`config.mk`:
```
export PLATFORM = sky130hd
export DESIGN_NAME = rv_multicycle_ctrl_flat
export DESIGN_NICKNAME = d
export VERILOG_FILES = /design/src/rtl/rv_pkg.sv /design/src/rtl/rv_multicycle_ctrl_if.sv /design/src/rtl/rv_mem_wait_timer.sv /design/src/rtl/rv_multicycle_ctrl.sv /design/src/flat_wrapper.sv
export SDC_FILE = /design/constraint.sdc
export NUM_CORES = 1
export LEC_CHECK = 0
export ABC_AREA = 0
export BUFFER_PORTS_ARGS = -buffer_cell sky130_fd_sc_hd__buf_2
export CAP_MARGIN = 30
export CORE_ASPECT_RATIO = 0.9
export CORE_MARGIN = 2
export CORE_UTILIZATION = 55
export DETAILED_ROUTE_END_ITERATION = 6
export GPL_ROUTABILITY_DRIVEN = 0
export PLACE_DENSITY = 0.94
export SETUP_SLACK_MARGIN = 0.1
export SYNTH_ARGS = -nofsm -noshare
export SYNTH_HDL_FRONTEND = slang
export SYNTH_SLANG_ARGS = --single-unit
```
`constraint.sdc`:
```
create_clock -name CLK -period 6.8 [get_ports CLK]
set_input_delay 0.68 -clock CLK [delete_from_list [all_inputs] [get_ports CLK]]
set_output_delay 0.68 -clock CLK [all_outputs]
set_load 0.02 [all_outputs]
```
`src/rtl/rv_pkg.sv`:
```
// Shared encodings for the RV32I multi-cycle control path; the datapath and ALU
// decode the same select/op values.
package rv_pkg;

    localparam logic [6:0] OPC_LUI   = 7'b0110111;
    localparam logic [6:0] OPC_AUIPC = 7'b0010111;
    localparam logic [6:0] OPC_JAL   = 7'b1101111;
    localparam logic [6:0] OPC_JALR  = 7'b1100111;
    localparam logic [6:0] OPC_BR    = 7'b1100011;
    localparam logic [6:0] OPC_LD    = 7'b0000011;
    localparam logic [6:0] OPC_ST    = 7'b0100011;
    localparam logic [6:0] OPC_OPI   = 7'b0010011;
    localparam logic [6:0] OPC_OP    = 7'b0110011;

    typedef enum logic [2:0] {
        S_FETCH  = 3'd0,
        S_DECODE = 3'd1,
        S_EXEC   = 3'd2,
        S_MEM    = 3'd3,
        S_WB     = 3'd4,
        S_TRAP   = 3'd5
    } state_e;

    localparam logic [1:0] ALU_OP_ADD   = 2'd0;
    localparam logic [1:0] ALU_OP_RTYPE = 2'd1;
    localparam logic [1:0] ALU_OP_ITYPE = 2'd2;

    localparam logic [1:0] SRC_A_RS1  = 2'd0;
    localparam logic [1:0] SRC_A_PC   = 2'd1;
    localparam logic [1:0] SRC_A_ZERO = 2'd2;

    localparam logic SRC_B_RS2 = 1'b0;
    localparam logic SRC_B_IMM = 1'b1;

    localparam logic [1:0] WB_ALU  = 2'd0;
    localparam logic [1:0] WB_LOAD = 2'd1;
    localparam logic [1:0] WB_PC4  = 2'd2;

    localparam logic PC_SEL_PC4 = 1'b0;
    localparam logic PC_SEL_ALU = 1'b1;

    typedef struct packed {
        logic       imem_req;
        logic       ir_we;
        logic       pc_we;
        logic       pc_sel;
        logic       aluout_we;
        logic [1:0] alu_src_a;
        logic       alu_src_b;
        logic [1:0] alu_op;
        logic       rf_we;
        logic [1:0] wb_sel;
        logic       dmem_req;
        logic       dmem_we;
        logic       trap;
    } ctrl_out_t;

    // Loads allow b/h/w/bu/hu (0,1,2,4,5); stores allow b/h/w only.
    function automatic logic opc_illegal(input logic [6:0] opc, input logic [2:0] f3);
        case (opc)
            OPC_LUI, OPC_AUIPC, OPC_JAL, OPC_JALR,
            OPC_BR, OPC_OPI, OPC_OP: return 1'b0;
            OPC_LD:                  return (f3 == 3'd3) || (f3 == 3'd6) || (f3 == 3'd7);
            OPC_ST:                  return (f3 >= 3'd3);
            default:                 return 1'b1;
        endcase
    endfunction

endpackage

```
`src/rtl/rv_multicycle_ctrl_if.sv`:
```
// Decoder/memory handshake inputs and datapath control outputs of the controller.
interface rv_multicycle_ctrl_if #(
    parameter int CNT_W = 32
);
    logic [6:0]       OPCODE;
    logic [2:0]       FUNCT3;
    logic             BR_TAKEN;
    logic             IMEM_READY;
    logic             DMEM_READY;
    logic             IMEM_REQ;
    logic             IR_WE;
    logic             PC_WE;
    logic             PC_SEL;
    logic             ALUOUT_WE;
    logic [1:0]       ALU_SRC_A;
    logic             ALU_SRC_B;
    logic [1:0]       ALU_OP;
    logic             RF_WE;
    logic [1:0]       WB_SEL;
    logic             DMEM_REQ;
    logic             DMEM_WE;
    logic             TRAP;
    logic [CNT_W-1:0] INSTRET;

    modport master (
        input  OPCODE, FUNCT3, BR_TAKEN, IMEM_READY, DMEM_READY,
        output IMEM_REQ, IR_WE, PC_WE, PC_SEL, ALUOUT_WE, ALU_SRC_A, ALU_SRC_B,
               ALU_OP, RF_WE, WB_SEL, DMEM_REQ, DMEM_WE, TRAP, INSTRET
    );

    modport slave (
        output OPCODE, FUNCT3, BR_TAKEN, IMEM_READY, DMEM_READY,
        input  IMEM_REQ, IR_WE, PC_WE, PC_SEL, ALUOUT_WE, ALU_SRC_A, ALU_SRC_B,
               ALU_OP, RF_WE, WB_SEL, DMEM_REQ, DMEM_WE, TRAP, INSTRET
    );
endinterface

```
`src/rtl/rv_mem_wait_timer.sv`:
```
// Memory wait counter shared by FETCH and MEM; at_limit flags the last allowed wait cycle.
module rv_mem_wait_timer #(
    parameter int MEM_TIMEOUT = 16
) (
    input  logic CLK,
    input  logic RST_N,
    input  logic clr,
    input  logic inc,
    output logic at_limit
);
    localparam int CW = $clog2(MEM_TIMEOUT + 1);

    logic [CW-1:0] cnt_q, cnt_d;

    always_comb begin
        cnt_d = cnt_q;
        if (clr) begin
            cnt_d = '0;
        end else if (inc) begin
            cnt_d = cnt_q + CW'(1);
        end
    end

    // A not-ready cycle seen while at_limit is the MEM_TIMEOUT-th wait.
    assign at_limit = (cnt_q == CW'(MEM_TIMEOUT - 1));

    always_ff @(posedge CLK or negedge RST_N) begin
        if (!RST_N) begin
            cnt_q <= '0;
        end else begin
            cnt_q <= cnt_d;
        end
    end

endmodule

```
`src/rtl/rv_multicycle_ctrl.sv`:
```
// RV32I multi-cycle control FSM: sequences fetch/decode/exec/mem/writeback,
// counts retired instructions and traps permanently on faults.
module rv_multicycle_ctrl
    import rv_pkg::*;
#(
    parameter int MEM_TIMEOUT = 16,
    parameter int CNT_W       = 32
) (
    input logic                  CLK,
    input logic                  RST_N,
    rv_multicycle_ctrl_if.master bus
);
    state_e           state_q, state_d;
    logic [CNT_W-1:0] instret_q, instret_d;
    ctrl_out_t        co;
    logic             retire;
    logic             wait_inc;
    logic             wait_clr;
    logic             wait_at_limit;
    logic             is_st;

    assign is_st    = (bus.OPCODE == OPC_ST);
    assign wait_clr = (state_d != state_q);

    rv_mem_wait_timer #(.MEM_TIMEOUT(MEM_TIMEOUT)) u_wait (
        .CLK      (CLK),
        .RST_N    (RST_N),
        .clr      (wait_clr),
        .inc      (wait_inc),
        .at_limit (wait_at_limit)
    );

    always_comb begin
        co       = '0;
        state_d  = state_q;
        retire   = 1'b0;
        wait_inc = 1'b0;
        case (state_q)
            S_FETCH: begin
                co.imem_req = 1'b1;
                wait_inc    = !bus.IMEM_READY;
                if (bus.IMEM_READY) begin
                    co.ir_we = 1'b1;
                    state_d  = S_DECODE;
                end else if (wait_at_limit) begin
                    state_d = S_TRAP;
                end
            end
            S_DECODE: begin
                co.aluout_we = 1'b1;
                co.alu_src_a = SRC_A_PC;
                co.alu_src_b = SRC_B_IMM;
                co.alu_op    = ALU_OP_ADD;
                state_d      = opc_illegal(bus.OPCODE, bus.FUNCT3) ? S_TRAP : S_EXEC;
            end
            S_EXEC: begin
                state_d = S_WB;
                case (bus.OPCODE)
                    OPC_OP: begin
                        co.aluout_we = 1'b1;
                        co.alu_src_a = SRC_A_RS1;
                        co.alu_src_b = SRC_B_RS2;
                        co.alu_op    = ALU_OP_RTYPE;
                    end
                    OPC_OPI: begin
                        co.aluout_we = 1'b1;
                        co.alu_src_a = SRC_A_RS1;
                        co.alu_src_b = SRC_B_IMM;
                        co.alu_op    = ALU_OP_ITYPE;
                    end
                    OPC_LUI: begin
                        co.aluout_we = 1'b1;
                        co.alu_src_a = SRC_A_ZERO;
                        co.alu_src_b = SRC_B_IMM;
                    end
                    OPC_AUIPC: begin
                        co.aluout_we = 1'b1;
                        co.alu_src_a = SRC_A_PC;
                        co.alu_src_b = SRC_B_IMM;
                    end
                    OPC_LD, OPC_ST, OPC_JALR: begin
                        co.aluout_we = 1'b1;
                        co.alu_src_a = SRC_A_RS1;
                        co.alu_src_b = SRC_B_IMM;
                        co.alu_op    = ALU_OP_ADD;
                        if (bus.OPCODE != OPC_JALR) begin
                            state_d = S_MEM;
                        end
                    end
                    OPC_JAL: ;  // ALU_OUT still holds the PC+IMM target from DECODE
                    OPC_BR: begin
                        co.pc_we  = 1'b1;
                        co.pc_sel = bus.BR_TAKEN;
                        retire    = 1'b1;
                        state_d   = S_FETCH;
                    end
                    default: state_d = S_TRAP;
                endcase
            end
            S_MEM: begin
                co.dmem_req = 1'b1;
                co.dmem_we  = is_st;
                wait_inc    = !bus.DMEM_READY;
                if (bus.DMEM_READY) begin
                    if (is_st) begin
                        co.pc_we  = 1'b1;
                        co.pc_sel = PC_SEL_PC4;
                        retire    = 1'b1;
                        state_d   = S_FETCH;
                    end else begin
                        state_d = S_WB;
                    end
                end else if (wait_at_limit) begin
                    state_d = S_TRAP;
                end
            end
            S_WB: begin
                co.rf_we = 1'b1;
                co.pc_we = 1'b1;
                retire   = 1'b1;
                state_d  = S_FETCH;
                if (bus.OPCODE == OPC_LD) begin
                    co.wb_sel = WB_LOAD;
                end else if (bus.OPCODE == OPC_JAL || bus.OPCODE == OPC_JALR) begin
                    co.wb_sel = WB_PC4;
                    co.pc_sel = PC_SEL_ALU;
                end
            end
            S_TRAP: co.trap = 1'b1;
            default: state_d = S_TRAP;
        endcase
        // Outputs drop the moment reset asserts, not at the next edge.
        if (!RST_N) begin
            co = '0;
        end
        instret_d = instret_q + {{(CNT_W-1){1'b0}}, retire};
    end

    assign bus.IMEM_REQ  = co.imem_req;
    assign bus.IR_WE     = co.ir_we;
    assign bus.PC_WE     = co.pc_we;
    assign bus.PC_SEL    = co.pc_sel;
    assign bus.ALUOUT_WE = co.aluout_we;
    assign bus.ALU_SRC_A = co.alu_src_a;
    assign bus.ALU_SRC_B = co.alu_src_b;
    assign bus.ALU_OP    = co.alu_op;
    assign bus.RF_WE     = co.rf_we;
    assign bus.WB_SEL    = co.wb_sel;
    assign bus.DMEM_REQ  = co.dmem_req;
    assign bus.DMEM_WE   = co.dmem_we;
    assign bus.TRAP      = co.trap;
    assign bus.INSTRET   = instret_q;

    always_ff @(posedge CLK or negedge RST_N) begin
        if (!RST_N) begin
            state_q   <= S_FETCH;
            instret_q <= '0;
        end else begin
            state_q   <= state_d;
            instret_q <= instret_d;
        end
    end

endmodule

```
`src/flat_wrapper.sv`:
```
// flat-port wrapper written by rule: the top's interface ports become plain ports
module rv_multicycle_ctrl_flat import rv_pkg::*;
#(
    parameter int MEM_TIMEOUT = 16,
    parameter int CNT_W       = 32
)
  (CLK, RST_N, bus_OPCODE, bus_FUNCT3, bus_BR_TAKEN, bus_IMEM_READY, bus_DMEM_READY, bus_IMEM_REQ, bus_IR_WE, bus_PC_WE, bus_PC_SEL, bus_ALUOUT_WE, bus_ALU_SRC_A, bus_ALU_SRC_B, bus_ALU_OP, bus_RF_WE, bus_WB_SEL, bus_DMEM_REQ, bus_DMEM_WE, bus_TRAP, bus_INSTRET);
  rv_multicycle_ctrl_if #(.CNT_W(CNT_W)) bus_i ();
  input logic CLK;
  input logic RST_N;
  input wire logic [$bits(bus_i.OPCODE)-1:0] bus_OPCODE;
  input wire logic [$bits(bus_i.FUNCT3)-1:0] bus_FUNCT3;
  input wire logic [$bits(bus_i.BR_TAKEN)-1:0] bus_BR_TAKEN;
  input wire logic [$bits(bus_i.IMEM_READY)-1:0] bus_IMEM_READY;
  input wire logic [$bits(bus_i.DMEM_READY)-1:0] bus_DMEM_READY;
  output wire logic [$bits(bus_i.IMEM_REQ)-1:0] bus_IMEM_REQ;
  output wire logic [$bits(bus_i.IR_WE)-1:0] bus_IR_WE;
  output wire logic [$bits(bus_i.PC_WE)-1:0] bus_PC_WE;
  output wire logic [$bits(bus_i.PC_SEL)-1:0] bus_PC_SEL;
  output wire logic [$bits(bus_i.ALUOUT_WE)-1:0] bus_ALUOUT_WE;
  output wire logic [$bits(bus_i.ALU_SRC_A)-1:0] bus_ALU_SRC_A;
  output wire logic [$bits(bus_i.ALU_SRC_B)-1:0] bus_ALU_SRC_B;
  output wire logic [$bits(bus_i.ALU_OP)-1:0] bus_ALU_OP;
  output wire logic [$bits(bus_i.RF_WE)-1:0] bus_RF_WE;
  output wire logic [$bits(bus_i.WB_SEL)-1:0] bus_WB_SEL;
  output wire logic [$bits(bus_i.DMEM_REQ)-1:0] bus_DMEM_REQ;
  output wire logic [$bits(bus_i.DMEM_WE)-1:0] bus_DMEM_WE;
  output wire logic [$bits(bus_i.TRAP)-1:0] bus_TRAP;
  output wire logic [$bits(bus_i.INSTRET)-1:0] bus_INSTRET;
  assign bus_i.OPCODE = bus_OPCODE;
  assign bus_i.FUNCT3 = bus_FUNCT3;
  assign bus_i.BR_TAKEN = bus_BR_TAKEN;
  assign bus_i.IMEM_READY = bus_IMEM_READY;
  assign bus_i.DMEM_READY = bus_DMEM_READY;
  assign bus_IMEM_REQ = bus_i.IMEM_REQ;
  assign bus_IR_WE = bus_i.IR_WE;
  assign bus_PC_WE = bus_i.PC_WE;
  assign bus_PC_SEL = bus_i.PC_SEL;
  assign bus_ALUOUT_WE = bus_i.ALUOUT_WE;
  assign bus_ALU_SRC_A = bus_i.ALU_SRC_A;
  assign bus_ALU_SRC_B = bus_i.ALU_SRC_B;
  assign bus_ALU_OP = bus_i.ALU_OP;
  assign bus_RF_WE = bus_i.RF_WE;
  assign bus_WB_SEL = bus_i.WB_SEL;
  assign bus_DMEM_REQ = bus_i.DMEM_REQ;
  assign bus_DMEM_WE = bus_i.DMEM_WE;
  assign bus_TRAP = bus_i.TRAP;
  assign bus_INSTRET = bus_i.INSTRET;
  rv_multicycle_ctrl #(.MEM_TIMEOUT(MEM_TIMEOUT), .CNT_W(CNT_W)) u_core (.CLK(CLK), .RST_N(RST_N), .bus(bus_i));
endmodule
```
# After elaboration in Yosys (flattened, before gate mapping)
# Index checks and enable logic that the tools add are counted.
# totals
elab_cells	71
inputBits	15
ff_bits	40
# op_classes
n_addsub	2
reduce_logical	11
order_cmp	1
n_mux	34
n_eq_ne	20
# ops
op	n
adder 32 x 1 -> 32 bit	1
equality test 7 x 6 -> 1 bit (second input constant)	3
equality test 7 bit (second input constant)	3
two-way mux 3 bit	7
one-hot mux 3 bit (6 select lines)	1
two-way mux 16 bit	1
one-hot mux 4 bit (4 select lines)	1
equality test 7 x 5 -> 1 bit (second input constant)	2
two-way mux 2 bit	7
equality test 3 bit (second input constant)	4
one-hot mux 6 bit (2 select lines)	1
two-way mux 5 bit	2
equality test 3 x 2 -> 1 bit (second input constant)	3
one-hot mux 3 bit (3 select lines)	1
two-way mux 1 bit	8
equality test 7 x 2 -> 1 bit (second input constant)	1
!= test 7 bit (second input constant)	1
OR reduction 7 bit	1
one-hot mux 1 bit (3 select lines)	2
one-hot mux 2 bit (3 select lines)	1
adder 5 x 1 -> 5 bit (second input constant)	1
equality test 5 x 4 -> 1 bit (second input constant)	1
OR reduction 5 bit	1
one-hot mux 2 bit (2 select lines)	1
other kinds (10)	13

# Longest topological paths before layout
# Gate-level depths: netlist (run 1).
# logic_depth
ltp_word	9
ltp_mapped	10
depth_no_buf	10

# Cells and area by module
# Synthesis (run 1) repeated with hierarchy kept, for this count alone.
# hier_totals
cells_unflattened	257
area_unflattened_um2	2529.9
# by_module_without_submodules
mod	area_each_um2	cells_each	n_inst
rv_multicycle_ctrl	2259.7	234	1
rv_mem_wait_timer	270.3	23	1

# Worst setup path after synthesis (run 1)
# OpenSTA, ideal clock, no wires.
# synth_path
kind	input -> register
startpoint	input bus_OPCODE[2]
endpoint	register u_core.instret_q[26], in the netlist u_core.bus.INSTRET[26]
setup_ps	130
arrival_ps	2900
slack_ps	3770
stages	9
path_cell_list	nor4bb_1 > and3_1 > a32o_1 > ha_1 > ha_1 > nand4_1 > nor4_1 > nand3_1 > xnor2_1
# synth_between
elab_chain_cells	5
word_cells_on_any_way	7
classes_between	1 x add/sub; 2 x eq/ne; 4 x mux
# synth_lines
element	line_no	source
start, declared	flat_wrapper.sv:11	input wire logic [$bits(bus_i.OPCODE)-1:0] bus_OPCODE;
equality test 7 x 6 -> 1 bit	rv_multicycle_ctrl.sv:22	assign is_st = (bus.OPCODE == OPC_ST);
two-way mux 1 bit	rv_multicycle_ctrl.sv:105	if (is_st) begin
two-way mux 1 bit	rv_multicycle_ctrl.sv:104	if (bus.DMEM_READY) begin
one-hot mux 1 bit (3 select lines) (*)	rv_multicycle_ctrl.sv:38	case (state_q)
adder 32 x 1 -> 32 bit (*)	rv_multicycle_ctrl.sv:136	instret_d = instret_q + {{(CNT_W-1){1'b0}}, retire};
named net u_core.instret_d[26]	rv_multicycle_ctrl.sv:14	logic [CNT_W-1:0] instret_q, instret_d;
end signal, assigned	rv_multicycle_ctrl.sv:160	instret_q <= instret_d;
end, declared	rv_multicycle_ctrl.sv:14	
# Mark *: on every way through the listed nets, which the timed path passes. The rest lies on a longest branch.
# A chain may end at the register's enable or synchronous reset.

# Worst setup path after layout (run 1)
# Same ends and word-level chain as after synthesis.

==> impl_results.md, run 1 <==
* Worst slack at placement at 3.21 ns
* DRC at 0
* Clk_lat worst skew at 0.29 ns
* Syn Std Cell Area at 2230 um^2
* Crit-path cells: buf_2, nor4bb_1, and3_1, a32o_1, ha_1, ha_1, nand4_1, nor4_1, nand3_1, xnor2_1
* Largest net degree at the start of global routing at 48
* Fmax at 0.295 GHz
* Max Cap Viol at 0
* Core area at 3810 um^2
* Vias per cell at 5.65
* RSZ-0062 raised after global routing: false
* Post-detailed-routing wire length at 4.79 mm
* Vias in the first global route at 1,800
* Avg Inst Size Synth at 9.54 um^2
* Starting Density at 0.586
* Slowest-stage cell, CP: nor4_1
* Post-synthesis sequential area ratio at 0.448
* Slowest stage delay, CP at 0.71 ns
* CP most frequent cell: ha_1
* Worst Skew at 0.00631 ns
* EDFF count, synth at 0
* Final setup viols at 0
* Crit path max-delay family: simple AND/OR/NAND/NOR gates
* Final Slew Violations at 0
* ANT nets after route at 0
* Post-CTS setup repair buffer count at 0
* Rows at 21
* Synthesized net count at 253
* Post-layout minimum cycle time at 3.39 ns
* Startpoint type of the worst setup path: primary input
* Clock Path Buffers at 2
* Crit Path Class: primary input to register
* Ant. Diodes at 0
* PwrDens at 229 nW/um^2
* First-pass DRT Iterations at 4
* IO buf count at 62
* Die area at 4580 um^2
* Hold buffer count at cts at 0
* First-pass GRT wire length at 8.14 mm
* Worst-path maximum fanout at 12
* Cells after synthesis at 234
* P_leak at 1.39 nW
* Post-synth top flop: dfrtp_1
* Yosys warns at 0
* Vias post-DR at 1,948
* Wirelength per Cell at 13.9 um
* Reg clk slew, reported paths at 0.07 ns
* Die Span X at 71.2 um
* Critical Path End Type: register
* Iter 0 DRT Violations at 139
* Fin. Hold Viols at 0
* CTS Root Cell: clkbuf_8
* Final #Nets at 317
* IR drop worst, VDD at 0.180 mV
* Worst Tran Pin Value at 0.757 ns
* Hold Path Class: primary input to async pin
* Clk sinks at 40
* CP arrival at 3.57 ns
* HPWL Detailed at 3.59 mm
* Final period util at 0.499
* CTS H-tree depth at 2
* Synth unique cells at 41
* Status: finished clean
* Global Route Usage Sum at 0.223
* CTS resizes at 0
* DP Cell Count at 337
* Non-filler cells, final at 345
* Slew margin rel. at 0.491
* Fin worst setup slack at 3.41 ns
* Die height at 64.4 um
* TritonCTS buffer count at 5
* Synthesis-to-finish area growth at 20.0%
* Worst Path Required at 6.97 ns
* Asr flop ratio synth at 1.00
* I/O Pins at 63
* Initial antenna violation count at 0
* Gr ovfl total at 0
* Final TNS setup at 0 ns
* Fraction of layout cells with a size suffix above 1 at 0.254
* Flops & latches, synth at 40
* TritonCTS clock tree: yes
* CP Buf/Inv Count at 1
[final cells by class]
type | instances | area [um^2]
inverters | 8 | 30.0
well taps | 46 | 57.6
multi-input cells | 180 | 1180
flip-flops and latches | 40 | 1000
fillers | 281 | 1130
repair buffers | 63 | 318
clock buffers | 6 | 82.6
clock inverters | 2 | 10.0
[metal layers]
layer	global-route usage	up-vias	part of all wire
met5	0	-	0
met4	0.0731	0	0.0075
met3	0.0560	5	0.067
met2	0.343	68	0.47
met1	0.309	924	0.45
li1	-	951	-
[state kept, by name, indices dropped and copies added, names as in the netlist]
name                 flops
u_core.u_wait.cnt_q      5
u_core.bus.INSTRET      32
u_core.state_q           3
[cells by family after synthesis]
| kind of cell | share of synthesized area |
|---|---|
| simple gates | 0.290 |
| flops | 0.448 |
| xor+xnor | 0.129 |
| compound gates | 0.0729 |
| buf+inv | 0.0235 |
| fa+ha+maj | 0.0224 |
| mux | 0.0135 |
[metrics by stage]
| stage | utilization | hold slack [ns] | power (W) | cell area [um^2] |
|---|---|---|---|---|
| finish | 0.703 | 0.446 | 0.000614 | 2680 |
| global route | 0.703 | 0.490 | 0.000651 | 2680 |
| CTS | 0.703 | 0.463 | 0.000616 | 2680 |
| detailed placement | 0.678 | 0.473 | 0.000456 | 2580 |
| global placement | 0.678 | 0.456 | 0.000452 | 2580 |
| floorplan | - | 0.384 | 0.000402 | 2230 |
[where the power goes]
part | total [W] | switching [W] | internal, W
Combinational | 0.000159 | 0.000100 | 0.0000590
Sequential | 0.000296 | 0.0000377 | 0.000259
Clock | 0.000158 | 0.0000775 | 0.0000809
Total | 0.000614 | 0.000215 | 0.000399
[path summary, 6_finish.rpt]
path	cells after the start	slack (ns)	endpoint	from
setup / recovery	10	3.41	u_core.bus.INSTRET[26]	bus_OPCODE[2]
hold / removal	2	0.45	u_core.bus.INSTRET[31]	RST_N
setup reg to reg	9	3.98	u_core.bus.INSTRET[26]	u_core.state_q[0]
hold reg to reg	1	0.48	u_core.bus.INSTRET[31]	u_core.bus.INSTRET[31]
max in group asynchronous	2	5.97	u_core.u_wait.cnt_q[4]	RST_N
min in group CLK	1	0.48	u_core.bus.INSTRET[31]	u_core.bus.INSTRET[31]
[cell usage after synthesis, types with 4 or more instances]
library cell,instances,area (um^2)
a21oi_1,5,25.0
nor2b_1,6,37.5
nand3_1,16,80.1
o21ai_0,5,25.0
and3_1,8,50.1
ha_1,4,50.1
and2_1,4,25.0
and4_1,4,35.0
dfrtp_1,40,1000
nand2_1,24,90.1
nand4_1,8,50.1
clkbuf_1,6,22.5
nor2_1,21,78.8
xor2_1,12,105
nor3_1,6,30.0
inv_1,8,30.0
xnor2_1,21,184
[placed cells by master, fill, tap and decap left out, types with 4 or more instances in the layout]
cell type	synthesis	routed
and3_1	8	8
nor2_1	21	21
o21ai_0	5	5
dfrtp_1	40	40
xor2_1	12	12
clkbuf_8	0	6
and2_1	4	4
nor3_1	6	6
nor2b_1	6	6
xnor2_1	21	21
buf_2	0	62
and4_1	4	4
ha_1	4	4
nand3_1	16	16
nand2_1	24	24
a21oi_1	5	5
nand4_1	8	8
inv_1	8	8
(Power assumes the default switching activity.)
==> run 2: changes to the inputs <==
--- a/config.mk
+++ b/config.mk
@@ -10,10 +10,10 @@
 export CAP_MARGIN = 30
 export CORE_ASPECT_RATIO = 0.9
 export CORE_MARGIN = 2
-export CORE_UTILIZATION = 55
+export CORE_UTILIZATION = 52
 export DETAILED_ROUTE_END_ITERATION = 6
 export GPL_ROUTABILITY_DRIVEN = 0
-export PLACE_DENSITY = 0.94
+export PLACE_DENSITY = 0.9
 export SETUP_SLACK_MARGIN = 0.1
 export SYNTH_ARGS = -nofsm -noshare
 export SYNTH_HDL_FRONTEND = slang
==> constraint.sdc (replaced) <==
create_clock -name CLK -period 3.2 [get_ports CLK]
set_input_delay 0.32 -clock CLK [delete_from_list [all_inputs] [get_ports CLK]]
set_output_delay 0.32 -clock CLK [all_outputs]
set_load 0.02 [all_outputs]
==> impl_results.md, run 2 (same netlist as run 1, synthesis figures left out) <==
* Starting Density at 0.544
* First-pass GRT wire length at 8.26 mm
* Worst Tran Pin Value at 0.716 ns
* Die Span X at 73.1 um
* Worst Skew at 0.00572 ns
* Slowest stage delay, CP at 0.37 ns
* Non-filler cells, final at 349
* R2r endpoint: u_core.bus.INSTRET[20]
* Vias post-DR at 1,961
* Post-detailed-routing wire length at 5.09 mm
* TritonCTS buffer count at 5
* Vias in the first global route at 1,802
* Reg-to-reg setup timing slack at 0.64 ns
* Ant. Diodes at 0
* Wirelength per Cell at 14.6 um
* Crit-path cells: buf_2, nor4bb_1, and3_1, a32o_1, ha_1, ha_1, nand4_1, nor3_1, nand3_1, nor2_1, xor2_1
* Critical Path End Type: register
* Met2 usage at 0.331
* CP Capture Point: u_core.bus.INSTRET[20]
* IR drop worst, VDD at 0.357 mV
* CTS H-tree depth at 2
* TritonCTS clock tree: yes
* PwrDens at 527 nW/um^2
* DRC at 0
* Worst Path Required at 3.42 ns
* Fmax at 0.388 GHz
* Gr ovfl total at 0
* Hold Path Class: primary input to register
* Global Route Usage Sum at 0.223
* CP arrival at 2.79 ns
* Largest net degree at the start of global routing at 40
* Crit path depth at 11
* Status: finished clean
* R2R Path Start: u_core.state_q[0]
* Max Cap Viol at 0
* Fin. Hold Viols at 0
* Reg2reg path depth at 10
* Fillers at 337
* Met1 track demand over resource at 0.316
* GRT Max-Usage Layer: met2
* Post-layout minimum cycle time at 2.58 ns
* RSZ-0062 raised after global routing: false
* Slew margin rel. at 0.510
* CTS Root Cell: clkbuf_8
* Crit path max-delay family: simple AND/OR/NAND/NOR gates
* Final period util at 0.805
* Leading cell type in the layout, fill and taps excluded: buf_2
* Crit Path Class: primary input to register
* Clk sinks at 40
* Vias per cell at 5.62
* Synthesis-to-finish area growth at 22.8%
* Rows at 22
* Final Slew Violations at 0
* HPWL Detailed at 3.86 mm
* Largest register FFs at 32
* Worst-path maximum fanout at 12
* CTS resizes at 0
* Slowest-stage cell, CP: nor4bb_1
* IO buf count at 62
* Final #Nets at 320
* First-pass DRT Iterations at 4
* Clock Path Buffers at 2
* Reg clk slew, reported paths at 0.07 ns
* Iter 0 DRT Violations at 118
* Fraction of layout cells with a size suffix above 1 at 0.256
* Core area at 4100 um^2
* Commonest cells after routing, fill and taps aside: buf_2 (62), dfrtp_1 (40), nand2_1 (24)
* CP Buf/Inv Count at 1
* DP Cell Count at 341
* P_leak at 1.42 nW
* CP most frequent cell: ha_1
* I/O Pins at 63
* Clk_lat worst skew at 0.29 ns
* ANT nets after route at 0
* Final setup viols at 0
* Startpoint type of the worst setup path: primary input
* Initial antenna violation count at 0
* Die area at 4830 um^2
* Worst setup path start: bus_OPCODE[2]
* Met3 Resource Use GR at 0.0579
* Final TNS setup at 0 ns
* Die height at 66.2 um
## run 2: layout make-up
cell class              count  area, um^2  area share
clock buffers               5        68.8      0.0251
flip-flops and latches     40        1000       0.365
multi-input cells         180        1180       0.430
repair buffers             66         343       0.125
well taps                  48        60.1      0.0219
clock inverters             2        60.1      0.0219
inverters                   8        30.0      0.0110
## run 2: repair_timing
item                                   4_1_cts  5_1_grt
endpoints found under the hold margin        2        0
hold buffers                                 1        0
setup buffers                                0        0
## run 2: per-layer routing
layer  vias up  routed length [um]
li1        953                   -
met1       948                2320
met2        48                2440
met3        12                 226
met4         0                  96
met5         -                   0
## run 2: report_power, final
group          total, W  internal, W  switching, W  leakage (nW)
combinational  0.000341     0.000127      0.000214         0.815
sequential     0.000631     0.000550     0.0000811         0.544
clock          0.000471     0.000307      0.000165        0.0642
## run 2: worst min path at each step
stage	from	end	slack, ns	cells past startpoint
2_1_floorplan	RST_N	u_core.bus.INSTRET[0]	0.02	0
3_3_place_gp	RST_N	u_core.bus.INSTRET[0]	0.15	1
3_5_place_dp	RST_N	u_core.state_q[2]	0.16	1
4_1_cts	bus_OPCODE[3]	u_core.state_q[0]	0.41	5
5_1_grt	RST_N	u_core.state_q[2]	0.43	2
6_report	bus_OPCODE[3]	u_core.state_q[0]	0.40	5
## run 2: worst reg2reg max path: stages (launching register included)
cell	delay, ns
dfrtp_1	0.59
nand2_1	0.09
mux2i_1	0.14
a32o_1	0.20
ha_1	0.23
ha_1	0.25
nand4_1	0.21
nor3_1	0.31
nand3_1	0.16
nor2_1	0.16
xor2_1	0.16
## run 2: through the flow
step | hold WS [ns] | cell area [um^2] | utilization | setup WS [ns] | total power (W)
4_1_cts | 0.409 | 2740 | 0.668 | 0.657 | 0.00145
3_5_place_dp | 0.155 | 2600 | 0.635 | 0.350 | 0.000974
6_report | 0.403 | 2740 | 0.668 | 0.625 | 0.00144
5_1_grt | 0.426 | 2740 | 0.668 | 0.368 | 0.00152
3_3_place_gp | 0.153 | 2600 | 0.635 | 0.494 | 0.000962
2_1_floorplan | 0.0244 | 2230 | - | 0.530 | 0.000854
==> run 3: changes to the inputs <==
--- a/config.mk
+++ b/config.mk
@@ -10,10 +10,10 @@
 export CAP_MARGIN = 30
 export CORE_ASPECT_RATIO = 0.9
 export CORE_MARGIN = 2
-export CORE_UTILIZATION = 52
+export CORE_UTILIZATION = 47
 export DETAILED_ROUTE_END_ITERATION = 6
 export GPL_ROUTABILITY_DRIVEN = 0
-export PLACE_DENSITY = 0.9
+export PLACE_DENSITY = 0.86
 export SETUP_SLACK_MARGIN = 0.1
 export SYNTH_ARGS = -nofsm -noshare
 export SYNTH_HDL_FRONTEND = slang
==> constraint.sdc (replaced) <==
create_clock -name CLK -period 2.1 [get_ports CLK]
set_input_delay 0.21 -clock CLK [delete_from_list [all_inputs] [get_ports CLK]]
set_output_delay 0.21 -clock CLK [all_outputs]
set_load 0.02 [all_outputs]
==> impl_results.md, run 3 (same netlist as run 1, synthesis figures left out) <==
* First-pass DRT Iterations at 5
* Worst-path maximum fanout at 5
* IR drop worst, VDD at 0.500 mV
* CP Buf/Inv Count at 1
* Die Span X at 76.6 um
* Rows at 23
* Post-detailed-routing wire length at 6.46 mm
* Clk_lat worst skew at 0.29 ns
* Global Route Usage Sum at 0.225
* Placed Area at 2850 um^2
* TritonCTS clock tree: yes
* Ant. Diodes at 0
* Fin worst setup slack at -0.0970 ns
* Vias post-DR at 2,247
* Starting Density at 0.494
* Post-route cell area at 3280 um^2
* Seq. cell area at 1000 um^2
* Commonest cells after routing, fill and taps aside: buf_2 (56), buf_4 (41), dfrtp_1 (39)
* Core area at 4520 um^2
* Failing checks: setup timing
* Crit path depth at 9
* Die height at 69.4 um
* Largest register FFs at 32
* RSZ-0062 raised after global routing: true
* Crit Path Class: register to register
* Status: finished with violations
* CTS Root Cell: clkbuf_8
* Worst Path Required at 2.29 ns
* Final Slew Violations at 0
* Reg clk slew, reported paths at 0.08 ns
* I/O Pins at 63
* Worst setup path start: u_core.state_q[0]
* Fraction of layout cells with a size suffix above 1 at 0.437
* Fillers at 311
* Die area at 5320 um^2
* Worst Skew at 0.00676 ns
* Post-layout minimum cycle time at 2.20 ns
* IO buf count at 62
* Clock Path Buffers at 2
* Clk sinks at 40
* Gr ovfl total at 0
* Crit-path cells: nor2_1, a32o_2, ha_4, ha_4, nand4_1, buf_4, nor4_4, nand2_1, xnor2_1
* Initial antenna violation count at 0
* Iter 0 DRT Violations at 169
* Final setup viols at 4
* Largest net degree at the start of global routing at 29
* Slew margin rel. at 0.676
* Crit path max-delay family: simple AND/OR/NAND/NOR gates
* Final #Nets at 361
* Final period util at 1.05
* Critical Path End Type: register
* Reg2reg path depth at 9
* Final core utilization at 0.727
* Multi-input gate area at 1380 um^2
* Final TNS setup at -0.213 ns
* Synthesis-to-finish area growth at 47.1%
* Fmax at 0.455 GHz
* First-pass GRT wire length at 9.57 mm
* Vias per cell at 5.55
* Vias in the first global route at 2,008
* TritonCTS buffer count at 5
* CP arrival at 2.39 ns
* Fin. Hold Viols at 0
* PwrDens at 689 nW/um^2
* Wirelength per Cell at 16.0 um
* CP most frequent cell: ha_4
* Worst Tran Pin Value at 0.474 ns
* DRC at 0
* Slowest-stage cell, CP: dfrtp_2
* Startpoint type of the worst setup path: register
* P_leak at 1.72 nW
* Max Cap Viol at 0
* Hold Path Class: primary input to async pin
* Leading cell type in the layout, fill and taps excluded: buf_2
* Slowest stage delay, CP at 0.43 ns
* CTS H-tree depth at 2
* R2R Path Start: u_core.state_q[0]
* HPWL Detailed at 4.20 mm
* ANT nets after route at 0
run 3: cell types whose count changed in the layout (fill, tap and decap cells not counted), moves of 3 or more:
cell | before | now
nor3_2 | 0 | 3
nand3_2 | 0 | 5
buf_6 | 0 | 7
nor2_1 | 21 | 18
nand3_1 | 16 | 10
nor2_2 | 0 | 3
buf_2 | 62 | 56
nor3_1 | 6 | 1
buf_4 | 3 | 41
nor2b_1 | 6 | 3
run 3: per-layer routing:
| metal | vias to the layer above | share of wire | track usage |
|---|---|---|---|
| li1 | 1044 | - | - |
| met1 | 1085 | 0.43 | 0.312 |
| met2 | 100 | 0.48 | 0.350 |
| met3 | 18 | 0.073 | 0.0586 |
| met4 | 0 | 0.024 | 0.0667 |
| met5 | - | 0 | 0 |
run 3: final cells by class:
| class | instances | area share |
|---|---|---|
| Multi-Input combinational cell | 180 | 0.421 |
| Timing Repair Buffer | 107 | 0.214 |
| Clock buffer | 5 | 0.0210 |
| Inverter | 8 | 0.00914 |
| Sequential cell | 40 | 0.305 |
| Tap cell | 62 | 0.0236 |
| Clock inverter | 3 | 0.00571 |
run 3: worst reg2reg max path, delay by kind of cell (launching register included):
kind / cells / cell delay, ns
buf+inv: 1 / 0.20
fa+ha+maj: 2 / 0.30
simple gates: 4 / 0.73
compound gates: 1 / 0.21
xor+xnor: 1 / 0.23
flops: 1 / 0.43
run 3: worst paths after layout:
check	end	slack [ns]
max	u_core.bus.INSTRET[30]	-0.1
min	u_core.state_q[1]	0.29
max reg2reg	u_core.bus.INSTRET[30]	-0.1
min reg2reg	u_core.bus.INSTRET[31]	0.47
max in group asynchronous	u_core.bus.INSTRET[18]	1.24
min in group CLK	u_core.state_q[1]	0.34
run 3: per-stage QoR:
stage	setup WS, ns	hold slack [ns]	std cells	total power [W]
after global routing	-0.174	0.304	405	0.00239
after floorplan	-0.181	-0.0856	234	0.00131
final	-0.0970	0.293	405	0.00226
after global placement	-0.251	0.0613	379	0.00158
after detailed placement	-0.394	0.0619	379	0.00159
after CTS	-0.0168	0.286	395	0.00215
run 3: what timing repair did:
| item | CTS | global route |
|---|---|---|
| setup endpoints to repair | 19 | 30 |
| setup buffers | 8 | 11 |
| hold endpoints to repair | 1 | 0 |
| resized for setup | 11 | 35 |
| cloned | 0 | 0 |
| hold buffers | 1 | 0 |
| pin swaps | 11 | 20 |
run 3: power breakdown:
group | internal, W | switching (W)
Combinational | 0.000372 | 0.000461
Sequential | 0.000840 | 0.0000945
Clock | 0.000231 | 0.000265
Total | 0.00144 | 0.000820
